$ cat src/rtl/servo_pwm_array_if.sv
// Command port of servo_pwm_array: valid/ready writes of a per-channel target width,
// plus a one-cycle report that the accepted width was clamped into range.
interface servo_pwm_array_if #(
    parameter int CH = 4,
    parameter int W  = 20
);
    localparam int CHW = (CH > 1) ? $clog2(CH) : 1;

    logic           cmd_valid;
    logic           cmd_ready;
    logic [CHW-1:0] cmd_ch;
    logic [W-1:0]   cmd_pw;
    logic           cmd_clamped;

    modport master (output cmd_valid, cmd_ch, cmd_pw, input  cmd_ready, cmd_clamped);
    modport slave  (input  cmd_valid, cmd_ch, cmd_pw, output cmd_ready, cmd_clamped);
endinterface

$ cat src/rtl/servo_pwm_array.sv
// Multi-channel hobby-servo PWM generator: one shared frame counter, per-channel target and
// applied widths, range clamping, per-frame slew limiting and a debounced nudge button.
module servo_pwm_array #(
    parameter int  CH         = 4,
    parameter int  W          = 20,
    parameter int  PERIOD_CYC = 1_000_000,
    parameter int  MIN_PW     = 25_000,
    parameter int  MAX_PW     = 125_000,
    parameter int  NEUTRAL_PW = 75_000,
    parameter int  SLEW       = 2_048,
    parameter int  STEP       = 128,
    parameter int  DEB_CYC    = 500_000,
    localparam int CHW        = (CH > 1) ? $clog2(CH) : 1
) (
    input  logic             m_clock,
    input  logic             p_reset,
    servo_pwm_array_if.slave cmd,
    input  logic             push,
    input  logic             push_dn,
    input  logic [CHW-1:0]   sel_ch,
    input  logic [CH-1:0]    en,
    output logic [CH-1:0]    pwm,
    output logic             frame_tick,
    output logic [W-1:0]     disp_pw
);
    localparam int DCW = $clog2(DEB_CYC + 1);

    typedef logic [W-1:0]   pw_t;
    typedef logic [W:0]     wide_t;
    typedef logic [CHW:0]   chx_t;
    typedef logic [DCW-1:0] dcnt_t;

    localparam pw_t   LAST_CNT = pw_t'(PERIOD_CYC - 1);
    localparam pw_t   MIN_W    = pw_t'(MIN_PW);
    localparam pw_t   MAX_W    = pw_t'(MAX_PW);
    localparam pw_t   NEU_W    = pw_t'(NEUTRAL_PW);
    localparam pw_t   SLEW_W   = pw_t'(SLEW);
    localparam wide_t MIN_X    = wide_t'(MIN_PW);
    localparam wide_t MAX_X    = wide_t'(MAX_PW);
    localparam wide_t STEP_X   = wide_t'(STEP);
    localparam chx_t  CH_X     = chx_t'(CH);
    localparam dcnt_t DEB_LAST = dcnt_t'(DEB_CYC - 1);

    pw_t   cnt;
    pw_t   tgt [CH];
    pw_t   cur [CH];
    logic  ready_q;
    logic  clamped_q;
    logic  sync1, sync2, deb;
    dcnt_t deb_cnt;

    logic  accept, cmd_hit, cmd_out_of_range;
    logic  deb_flip, press, press_ok;
    pw_t   cmd_pw_clamped;

    // One extra bit holds the carry/borrow so saturation never sees a wrapped value.
    function automatic pw_t nudge(input pw_t t, input logic dn);
        wide_t v;
        if (dn) begin
            v = {1'b0, t} - STEP_X;
            if (v[W] || v < MIN_X) return MIN_W;
        end else begin
            v = {1'b0, t} + STEP_X;
            if (v > MAX_X) return MAX_W;
        end
        return v[W-1:0];
    endfunction

    function automatic pw_t slew_step(input pw_t c, input pw_t t);
        if (t >= c) return (t - c <= SLEW_W) ? t : c + SLEW_W;
        return (c - t <= SLEW_W) ? t : c - SLEW_W;
    endfunction

    assign frame_tick      = (cnt == LAST_CNT);
    assign cmd.cmd_ready   = ready_q & ~frame_tick;
    assign cmd.cmd_clamped = clamped_q;

    assign accept           = cmd.cmd_valid & cmd.cmd_ready;
    assign cmd_hit          = accept & (chx_t'(cmd.cmd_ch) < CH_X);
    assign cmd_out_of_range = (cmd.cmd_pw < MIN_W) | (cmd.cmd_pw > MAX_W);
    assign cmd_pw_clamped   = (cmd.cmd_pw < MIN_W) ? MIN_W :
                              (cmd.cmd_pw > MAX_W) ? MAX_W : cmd.cmd_pw;

    assign deb_flip = (sync2 != deb) & (deb_cnt == DEB_LAST);
    assign press    = deb_flip & deb;
    // A command to the same channel in the same cycle overrides the button.
    assign press_ok = press & (chx_t'(sel_ch) < CH_X) &
                      ~(cmd_hit & (cmd.cmd_ch == sel_ch));

    assign disp_pw = (chx_t'(sel_ch) < CH_X) ? cur[sel_ch] : '0;

    always_ff @(posedge m_clock or negedge p_reset) begin
        if (!p_reset) begin
            cnt       <= '0;
            ready_q   <= 1'b0;
            clamped_q <= 1'b0;
        end else begin
            // NOTE: sequential state uses <= so every flop samples pre-edge values, independent of block order.
            cnt       <= frame_tick ? '0 : cnt + pw_t'(1);
            ready_q   <= 1'b1;
            clamped_q <= cmd_hit & cmd_out_of_range;
        end
    end

    always_ff @(posedge m_clock or negedge p_reset) begin
        if (!p_reset) begin
            sync1   <= 1'b1;
            sync2   <= 1'b1;
            deb     <= 1'b1;
            deb_cnt <= '0;
        end else begin
            sync1 <= push;
            sync2 <= sync1;
            if (sync2 == deb || deb_flip) deb_cnt <= '0;
            else                          deb_cnt <= deb_cnt + dcnt_t'(1);
            if (deb_flip) deb <= sync2;
        end
    end

    always_ff @(posedge m_clock or negedge p_reset) begin
        if (!p_reset) begin
            pwm <= '0;
        end else begin
            for (int i = 0; i < CH; i++) pwm[i] <= en[i] & (cnt < cur[i]);
        end
    end

    // NOTE: tgt/cur are a handful of per-channel flops, not a RAM, so they take the async reset.
    always_ff @(posedge m_clock or negedge p_reset) begin
        if (!p_reset) begin
            for (int i = 0; i < CH; i++) begin
                tgt[i] <= NEU_W;
                cur[i] <= NEU_W;
            end
        end else begin
            for (int i = 0; i < CH; i++) begin
                if (cmd_hit && cmd.cmd_ch == CHW'(i))      tgt[i] <= cmd_pw_clamped;
                else if (press_ok && sel_ch == CHW'(i))    tgt[i] <= nudge(tgt[i], push_dn);
                if (frame_tick) cur[i] <= slew_step(cur[i], tgt[i]);
            end
        end
    end
endmodule

$ cat src/flat_wrapper.sv
// flat-port wrapper written by rule: the top's interface ports become plain ports
module servo_pwm_array_flat 
#(
    parameter int  CH         = 4,
    parameter int  W          = 20,
    parameter int  PERIOD_CYC = 1_000_000,
    parameter int  MIN_PW     = 25_000,
    parameter int  MAX_PW     = 125_000,
    parameter int  NEUTRAL_PW = 75_000,
    parameter int  SLEW       = 2_048,
    parameter int  STEP       = 128,
    parameter int  DEB_CYC    = 500_000,
    localparam int CHW        = (CH > 1) ? $clog2(CH) : 1
)
  (m_clock, p_reset, push, push_dn, sel_ch, en, pwm, frame_tick, disp_pw, cmd_cmd_valid, cmd_cmd_ch, cmd_cmd_pw, cmd_cmd_ready, cmd_cmd_clamped);
  servo_pwm_array_if #(.CH(CH), .W(W)) cmd_i ();
  input  logic m_clock;
  input  logic p_reset;
  input  logic push;
  input  logic push_dn;
  input  logic [CHW-1:0] sel_ch;
  input  logic [CH-1:0] en;
  output logic [CH-1:0] pwm;
  output logic frame_tick;
  output logic [W-1:0] disp_pw;
  input wire logic [$bits(cmd_i.cmd_valid)-1:0] cmd_cmd_valid;
  input wire logic [$bits(cmd_i.cmd_ch)-1:0] cmd_cmd_ch;
  input wire logic [$bits(cmd_i.cmd_pw)-1:0] cmd_cmd_pw;
  output wire logic [$bits(cmd_i.cmd_ready)-1:0] cmd_cmd_ready;
  output wire logic [$bits(cmd_i.cmd_clamped)-1:0] cmd_cmd_clamped;
  assign cmd_i.cmd_valid = cmd_cmd_valid;
  assign cmd_i.cmd_ch = cmd_cmd_ch;
  assign cmd_i.cmd_pw = cmd_cmd_pw;
  assign cmd_cmd_ready = cmd_i.cmd_ready;
  assign cmd_cmd_clamped = cmd_i.cmd_clamped;
  servo_pwm_array #(.CH(CH), .W(W), .PERIOD_CYC(PERIOD_CYC), .MIN_PW(MIN_PW), .MAX_PW(MAX_PW), .NEUTRAL_PW(NEUTRAL_PW), .SLEW(SLEW), .STEP(STEP), .DEB_CYC(DEB_CYC)) u_core (.m_clock(m_clock), .p_reset(p_reset), .cmd(cmd_i), .push(push), .push_dn(push_dn), .sel_ch(sel_ch), .en(en), .pwm(pwm), .frame_tick(frame_tick), .disp_pw(disp_pw));
endmodule
$ cat config.mk
export PLATFORM = sky130hd
export DESIGN_NAME = servo_pwm_array_flat
export DESIGN_NICKNAME = d
export VERILOG_FILES = /design/src/rtl/servo_pwm_array_if.sv /design/src/rtl/servo_pwm_array.sv /design/src/flat_wrapper.sv
export SDC_FILE = /design/constraint.sdc
export NUM_CORES = 1
export LEC_CHECK = 0
export BUFFER_PORTS_ARGS = -buffer_cell sky130_fd_sc_hd__buf_2
export CELL_PAD_IN_SITES_DETAIL_PLACEMENT = 1
export CELL_PAD_IN_SITES_GLOBAL_PLACEMENT = 2
export CORE_ASPECT_RATIO = 0.7
export CORE_MARGIN = 1
export CORE_UTILIZATION = 42
export DETAILED_ROUTE_END_ITERATION = 8
export PLACE_DENSITY_LB_ADDON = 0.1
export SYNTH_ARGS = -nofsm -noshare
export SYNTH_HDL_FRONTEND = slang
export SYNTH_SLANG_ARGS = --single-unit
$ cat constraint.sdc
create_clock -name m_clock -period 11 [get_ports m_clock]
set_input_delay 1.1 -clock m_clock [delete_from_list [all_inputs] [get_ports m_clock]]
set_output_delay 1.1 -clock m_clock [all_outputs]
set_load 0.005 [all_outputs]
# Yosys cells after proc, flatten, opt, wreduce, memory -nomap -nowiden
# Index checks and enable logic that the tools add are counted.
dict set report classes {
  addsub 26
  magnitude_cmp 27
  n_eq_ne 11
  n_mux 79
  n_bitwise 15
  n_reduce_logical 19
}
# cell count
set op_table {}
lappend op_table {{$mux W20} 49}
lappend op_table {{$le A20 B12 Y1 const B} 8}
lappend op_table {{$sub A20 B20 Y20} 8}
lappend op_table {{$add A20 B8 Y21 const B} 4}
lappend op_table {{$gt A21 B17 Y1 const B} 4}
lappend op_table {{$lt A21 B15 Y1 const B} 4}
lappend op_table {{$sub A20 B8 Y21 const B} 4}
lappend op_table {{$add A20 B12 Y20 const B} 4}
lappend op_table {{$ge A20 B20 Y1} 4}
lappend op_table {{$lt A20 B20 Y1} 4}
lappend op_table {{$sub A20 B12 Y20 const B} 4}
lappend op_table {{$bmux W20 S2} 1}
lappend op_table {{$mux W1} 28}
lappend op_table {{$add A20 B1 Y20 const B} 1}
lappend op_table {{$eq A20 B20 Y1 const B} 1}
lappend op_table {{$gt A20 B17 Y1 const B} 1}
lappend op_table {{$lt A20 B15 Y1 const B} 1}
lappend op_table {{$add A19 B1 Y19 const B} 1}
lappend op_table {{$eq A19 B19 Y1 const B} 1}
lappend op_table {{$mux W19} 1}
lappend op_table {{$and A1 B1 Y1} 11}
lappend op_table {{$eq A2 B2 Y1 const B} 4}
lappend op_table {{$logic_and A1 B1 Y1} 8}
lappend op_table {{$reduce_bool A2 Y1} 4}
lappend op_table {{other kinds (10)} 17}
dict set report totals {
  ff_bits 208
  inputBits 33
  out_inout_bits 27
  wordCells 193
}

# Longest topological paths before layout
# Gate-level depths: netlist (run 1).
dict set report logic_depth {
  depth_word 13
  mapped_depth 17
  ltp_nobuf 13
}

# Worst setup path before layout (run 1)
# No wires, ideal clock.
dict set report synth_path {
  path_kind {register -> register}
  start {register u_core.cur[53] (netlist bit)}
  end {register u_core.cur[52] (netlist bit)}
  setup_ns 0.133
  arrival_time_ns 3.770
  t_required_ns 10.867
  path_slack_ns 7.097
  stages_incl_launch_ff 17
  n_path_buf 3
  synth_period_minus_slack_ns 3.903
  cell_sequence {dfstp_2 clkbuf_1 inv_1 ha_1 buf_4 o21a_1 a2111oi_2 nor2_1 or4_1 mux2_2 a311oi_2 nand4_2 and2_4 buf_6 mux2_2 o21ai_1 o21ai_0}
}
dict set report synth_via {
  elab_chain_len 5
  elab_cells_between_ends 11
  cone_classes {add/sub (2); order compare (3); mux (6)}
}
# item line
set synth_rtl {}
lappend synth_rtl {{from (decl)} servo_pwm_array.sv:46} ;# pw_t cur [CH];
lappend synth_rtl {{from (signal, indexed assignment)} servo_pwm_array.sv:139} ;# if (frame_tick) cur[i] <= slew_step(cur[i], tgt[i]);
lappend synth_rtl {{$sub A20 B20 Y20} servo_pwm_array.sv:70} ;# if (t >= c) return (t - c <= SLEW_W) ? t : c + SLEW_W;
lappend synth_rtl {{$le A20 B12 Y1} servo_pwm_array.sv:70}
lappend synth_rtl {{$mux W20 (2 in series)} servo_pwm_array.sv:70}
lappend synth_rtl {{$mux W20 (*)} servo_pwm_array.sv:71} ;# return (c - t <= SLEW_W) ? t : c - SLEW_W;
# Every way passes the cells marked *; elsewhere a longest branch is shown, timed or not. The select of a mux whose other input is x is not followed.
# A chain may end at the register's enable or synchronous reset.

# Final worst setup path (run 1)
dict set report layout_path {
  start {register u_core.cnt[9]}
  end {output port frame_tick}
}
dict set report layout_via {
  elab_chain_len 1
}
# item line
set layout_rtl {}
lappend layout_rtl {{from (decl)} servo_pwm_array.sv:44} ;# pw_t cnt;
lappend layout_rtl {{from (signal assigned)} servo_pwm_array.sv:99} ;# cnt <= frame_tick ? '0 : cnt + pw_t'(1);
lappend layout_rtl {{$eq A20 B20 Y1} servo_pwm_array.sv:74} ;# assign frame_tick = (cnt == LAST_CNT);
lappend layout_rtl {{to (decl)} flat_wrapper.sv:24} ;# output logic frame_tick;
# Every way passes these cells.

==> flow_summary.ini, run 1 <==
[flow_run]
maxCapViolCount = 0

[power]
peakVddDrop_uv = 95.82
p_leak_nw = 10.68
netSwitchingFraction = 0.4609
p_sw_mw = 1.720
pwr-share-clk = 0.249
internal_power_mw = 2.012
powerDensity_nw_per_um2 = 145.6
pwr-share-seq = 0.272
comb_power_share = 0.479

[sta]
rsz0062_at_grt = no
tightest_slew_ns = 1.355
finalHoldViolCount = 0
worst_hold_slack_ns = 0.3568
setup_ws_ns = 5.285
timing.final.crit_share = 0.5195
fin_crit_ns = 5.715
setup_viol = 0
final_max_slew_viol_count = 0
max_freq_mhz = 175.0
setup_tns_ns = 0
relSlewSlack = 0.09645
fin_worst_skew_ns = 0.01462

[cts]
cts_buffers = 27
cts_sinks = 208
htree_levels = 1
postCtsSetupBuffers = 0
clockBufferDepth = 3
clock_latency_ns = 0.58
cts_tree = done
cts_resized = 0
root_buffer = clkbuf_16
clk_pin_slew_worst_paths_ns = 0.06
hold_buffers = 0

[worst_hold_path]
hold_depth = 0
hold_path_end = u_core.sync2
hold_class = reg2reg
min_from = u_core.sync1

[floorplanning]
io_pins = 60
die_area_sq_um = 58270
initial_core_util = 0.4301
dieWidth_um = 288.1
dieHeight_um = 202.3
fp.coreArea_sq_um = 55940
fp-row-count = 72

[critical_path]
r2r-end = u_core.cur[65]
crit_path_max_fanout = 39
arrival_ns = 4.61
crit_type = reg2out
startpoint_type = flop
rrSetupSlack_ns = 5.81
cp_data_required_time_ns = 9.90
rr_worst_depth = 9
cp-end-kind = primary output
reg2reg_from = u_core.cnt[9]

[finish]
post-route-util = 0.4581
drive_above_1_share = 0.08918
synthToLayoutAreaGrowth_pct = 6.516
layout_commonest_cell = nand2_1
fin_nets = 3361
mostFrequentLayoutCells = nand2_1, a21oi_1, ha_1

[yosys]
synth_edf_count = 0
muxShareOfSynthArea = 0.03021
synth_nets = 3423
syn-instance-count = 3136
synth_top_family_by_area = compound AO/OA/AOI/OAI gates
synth-seq-cells = 208
async_flop_share = 1.000
yosysSeqAreaShare = 0.2198
synth_compound_area_frac = 0.2908
synth-xor-area-share = 0.04768
syn_area_per_cell_sq_um = 7.673
yosysWarnings = 0
synth-simple-area-share = 0.2167
ys_types = 103
ys.flop_type = dfrtp_1
synthAdderAreaFrac = 0.1321
syn-cell-area_sq_um = 24060

[route]
drc = 3
drt_pre_antenna_iters = 8
vias_per_cell = 6.693
route.antenna.remaining_nets = 0
wl_per_cell_um = 28.52
drt_wl_total_mm = 109.4
vias = 25680
first_iter_violations = 2449

[status]
violations = design-rule violations
status = finished with violations

[global_route]
grt_pass1_wl_mm = 164.6
grt_max_degree = 103
grt_pass1_vias = 25176
grt_use_total = 0.3707
antenna_found_initial = 3
overflow = 0

[placed_design]
portBuffers = 59
dp_slack_ns = 6.022
post-dp-hpwl_mm = 85.85
place_congestion = 0.9934
## logic make-up after synthesis
family / Yosys count
compound gates: 1062
xor+xnor: 131
fa+ha+maj: 254
buf+inv: 378
flops: 208
mux: 45
other cells: 1
simple gates: 1057
## power groups by stage
stage	combinational, mW	clock [mW]	sequential (mW)
final	1.79	0.930	1.01
after CTS	1.74	0.939	1.01
after floorplan	1.34	0	0.908
after detailed placement	1.73	0	1.02
after global placement	1.69	0	1.02
after global routing	1.94	0.964	1.02
## final cells by class
| type | instances | area [sq um] |
|---|---|---|
| Fill cell | 6906 | 30310 |
| Multi-Input combinational cell | 2550 | 17300 |
| Sequential cell | 208 | 5289 |
| Tap cell | 740 | 925.9 |
| Inverter | 212 | 795.8 |
| Clock buffer | 39 | 770.7 |
| Timing Repair Buffer | 75 | 425.4 |
| Clock inverter | 11 | 118.9 |
| Antenna cell | 2 | 5.005 |
## critical path, cell delays in order, from the launching register on
cell	delay (ns)
dfrtp_1	0.68
or4b_1	0.50
nor4_2	0.46
nand3_2	0.51
buf_4	0.45
inv_2	0.64
buf_4	0.55
buf_2	0.20
## metrics by stage
stage | cell area [sq um] | total power [mW] | cells
finish | 25630 | 3.731 | 3837
CTS | 25620 | 3.684 | 3835
detailed placement | 24740 | 2.746 | 3785
floorplan | 24060 | 2.243 | 3136
global placement | 24740 | 2.707 | 3785
global route | 25630 | 3.921 | 3837
## sequential cells by signal, summed over array words and instances, names as in the netlist
signal                  flops
u_core.deb                  1
u_core.pwm                  4
u_core.cmd.cmd_clamped      1
u_core.cnt                 20
u_core.deb_cnt             19
u_core.tgt                 80
u_core.sync2                1
u_core.ready_q              1
u_core.sync1                1
u_core.cur                 80
## cells in the mapped netlist, types with 25 or more instances
library cell | n | area, sq um
nand4_1 | 47 | 294.0
ha_1 | 254 | 3178
nor4_1 | 35 | 219.0
a21oi_1 | 257 | 1286
nand3_1 | 128 | 640.6
a31oi_1 | 42 | 262.8
dfstp_2 | 67 | 1760
dfrtp_1 | 141 | 3528
o21a_1 | 46 | 345.3
nand2_1 | 288 | 1081
nor3_1 | 96 | 480.5
a211oi_1 | 39 | 292.8
xor2_1 | 47 | 411.6
nor2b_1 | 30 | 187.7
o22ai_1 | 25 | 156.4
o211ai_1 | 29 | 217.7
nor2_1 | 221 | 829.6
xnor2_1 | 84 | 735.7
nand2b_1 | 33 | 206.5
a21o_1 | 89 | 668.1
and2_1 | 25 | 156.4
and3_1 | 39 | 244.0
o2111ai_1 | 26 | 227.7
o21ai_0 | 228 | 1141
clkbuf_1 | 128 | 480.5
inv_1 | 210 | 788.3
## how the worst max path moves through the flow
stage | from | end | slack (ns) | cells after the start
4_1_cts | u_core.cnt[8] | frame_tick | 5.40 | 7
3_5_place_dp | u_core.cnt[8] | u_core.cur[79] | 6.02 | 8
3_3_place_gp | u_core.cnt[8] | u_core.cur[79] | 6.14 | 8
6_report | u_core.cnt[9] | frame_tick | 5.29 | 7
5_1_grt | u_core.cnt[9] | frame_tick | 5.22 | 7
2_1_floorplan | u_core.cur[53] | u_core.cur[52] | 7.10 | 16
## layer usage
metal,routed length (um),up-vias,track usage,share of wire
li1,-,11458,-,-
met1,52280,12948,0.5618,0.48
met2,43730,1081,0.5153,0.40
met3,9649,193,0.07709,0.088
met4,3757,0,0.1162,0.034
met5,0,-,0,0
Power figures use the tool's default switching activity.
==> run 2: changes to the inputs <==
--- a/config.mk
+++ b/config.mk
@@ -10,7 +10,7 @@
 export CELL_PAD_IN_SITES_GLOBAL_PLACEMENT = 2
 export CORE_ASPECT_RATIO = 0.7
 export CORE_MARGIN = 1
-export CORE_UTILIZATION = 42
+export CORE_UTILIZATION = 35
 export DETAILED_ROUTE_END_ITERATION = 8
 export PLACE_DENSITY_LB_ADDON = 0.1
 export SYNTH_ARGS = -nofsm -noshare
==> constraint.sdc (replaced) <==
create_clock -name m_clock -period 4.6 [get_ports m_clock]
set_input_delay 0.46 -clock m_clock [delete_from_list [all_inputs] [get_ports m_clock]]
set_output_delay 0.46 -clock m_clock [all_outputs]
set_load 0.005 [all_outputs]
==> flow_summary.ini, run 2 (synthesis results as in run 1) <==
[global_route]
antenna_found_initial = 12
grt_use_total = 0.3161
grt_max_degree = 100
grt_pass1_wl_mm = 168.1
grt_pass1_vias = 25676
overflow = 0

[placed_design]
dp_slack_ns = 0.2520
portBuffers = 59
place_congestion = 0.9439
post-dp-hpwl_mm = 89.11

[critical_path]
cp-end-kind = flop
arrival_ns = 4.96
cp_data_required_time_ns = 5.14
crit_path_max_fanout = 13
startpoint_type = flop
crit_type = reg2reg

[sta]
timing.final.crit_share = 0.9614
worst_hold_slack_ns = 0.1221
fin_worst_skew_ns = 0.04373
tightest_slew_ns = 1.376
relSlewSlack = 0.07916
rsz0062_at_grt = no
finalHoldViolCount = 0
final_max_slew_viol_count = 0
setup_ws_ns = 0.1776
max_freq_mhz = 226.1
fin_crit_ns = 4.422
setup_viol = 0
setup_tns_ns = 0

[power]
powerDensity_nw_per_um2 = 347.9
p_leak_nw = 11.41
peakVddDrop_uv = 295.8

[finish]
layout_commonest_cell = nand2_1
reg.largest.list = u_core.cur: 80 flops, u_core.tgt: 80 flops, u_core.cnt: 20 flops
synthToLayoutAreaGrowth_pct = 12.31
nFillCells = 8329
post-route-util = 0.3970
drive_above_1_share = 0.1294
mostFrequentLayoutCells = nand2_1, a21oi_1, ha_1
fin_nets = 3496

[route]
drt_pre_antenna_iters = 7
route.antenna.remaining_nets = 0
wl_per_cell_um = 27.17
vias_per_cell = 6.249
first_iter_violations = 2366
drc = 12
drt_wl_total_mm = 112.4
vias = 25853

[floorplanning]
fp-row-count = 80
dieHeight_um = 221.4
initial_core_util = 0.3535
fp.coreArea_sq_um = 68070
dieWidth_um = 315.4
die_area_sq_um = 69820
io_pins = 60

[cts]
htree_levels = 1
cts_sinks = 208
root_buffer = clkbuf_16
clock_latency_ns = 0.61
cts_buffers = 27
clockBufferDepth = 3
postCtsSetupBuffers = 0
cts_tree = done
clk_pin_slew_worst_paths_ns = 0.08

[flow_run]
maxCapViolCount = 0

[status]
violations = design-rule violations
status = finished with violations

[worst_hold_path]
hold_class = in2reg
==> run 2: critical path, stage by stage (launching register included) <==
cell      delay, ns
dfstp_2        0.57
inv_1          0.07
ha_1           0.43
and4b_1        0.30
a221oi_1       0.61
o211ai_1       0.22
o21ai_0        0.14
xnor2_1        0.09
o41ai_1        0.66
buf_4          0.23
nand4_2        0.12
and2_4         0.26
a221oi_2       0.29
a21oi_1        0.12
a31o_2         0.23
==> run 2: worst paths after layout <==
| kind | startpoint | cells past startpoint | slack, ns | endpoint |
|---|---|---|---|---|
| min in group asynchronous | p_reset | 2 | 0.42 | u_core.cur[78] |
| max in group asynchronous | p_reset | 3 | 3.02 | u_core.tgt[12] |
| max | u_core.cur[43] | 14 | 0.18 | u_core.cur[56] |
| min reg2reg | u_core.sync1 | 0 | 0.36 | u_core.sync2 |
| min | en[0] | 3 | 0.12 | u_core.pwm[0] |
| max reg2reg | u_core.cur[43] | 14 | 0.18 | u_core.cur[56] |
==> run 2: per-stage QoR <==
stage	cells	area [sq um]	power, mW
final	4137	27020	9.403
after global routing	4134	27020	9.908
after CTS	4132	26990	9.328
after detailed placement	4080	26010	6.856
after global placement	4080	26010	6.783
after floorplan	3136	24060	5.364
==> run 2: timing repair <==
| action | 4_1_cts | 5_1_grt |
|---|---|---|
| resized for setup | 0 | 5 |
| endpoints found under the hold margin | 47 | 0 |
| hold buffers | 2 | 0 |
| setup endpoints to repair | 0 | 3 |
==> run 2: where the power goes <==
part / internal, mW / leakage [nW] / switching, mW / total (mW)
registers: 2.02 / 2.59 / 0.325 / 2.35
clock network: 1.40 / 0.475 / 1.02 / 2.42
logic: 1.70 / 8.35 / 2.94 / 4.64
total: 5.12 / 11.4 / 4.29 / 9.40
==> run 2: cell type report <==
type                            count  area, sq um  share of cell area
Multi-Input combinational cell   2550        17320              0.6407
Sequential cell                   208         5289              0.1957
Timing Repair Buffer              210         1519             0.05621
Tap cell                          902         1129             0.04176
Clock buffer                       40        814.5             0.03014
Inverter                          212        795.8             0.02945
Clock inverter                     10        150.1            0.005556
Antenna cell                        5        12.51           0.0004630
==> run 2: metal layers <==
| layer | track usage | share of wire | routed length (um) | up-vias |
|---|---|---|---|---|
| li1 | - | - | - | 11734 |
| met1 | 0.4780 | 0.49 | 55100 | 13111 |
| met2 | 0.4611 | 0.41 | 46440 | 883 |
| met3 | 0.05689 | 0.074 | 8361 | 125 |
| met4 | 0.06701 | 0.022 | 2486 | 0 |
| met5 | 0 | 0 | 0 | - |
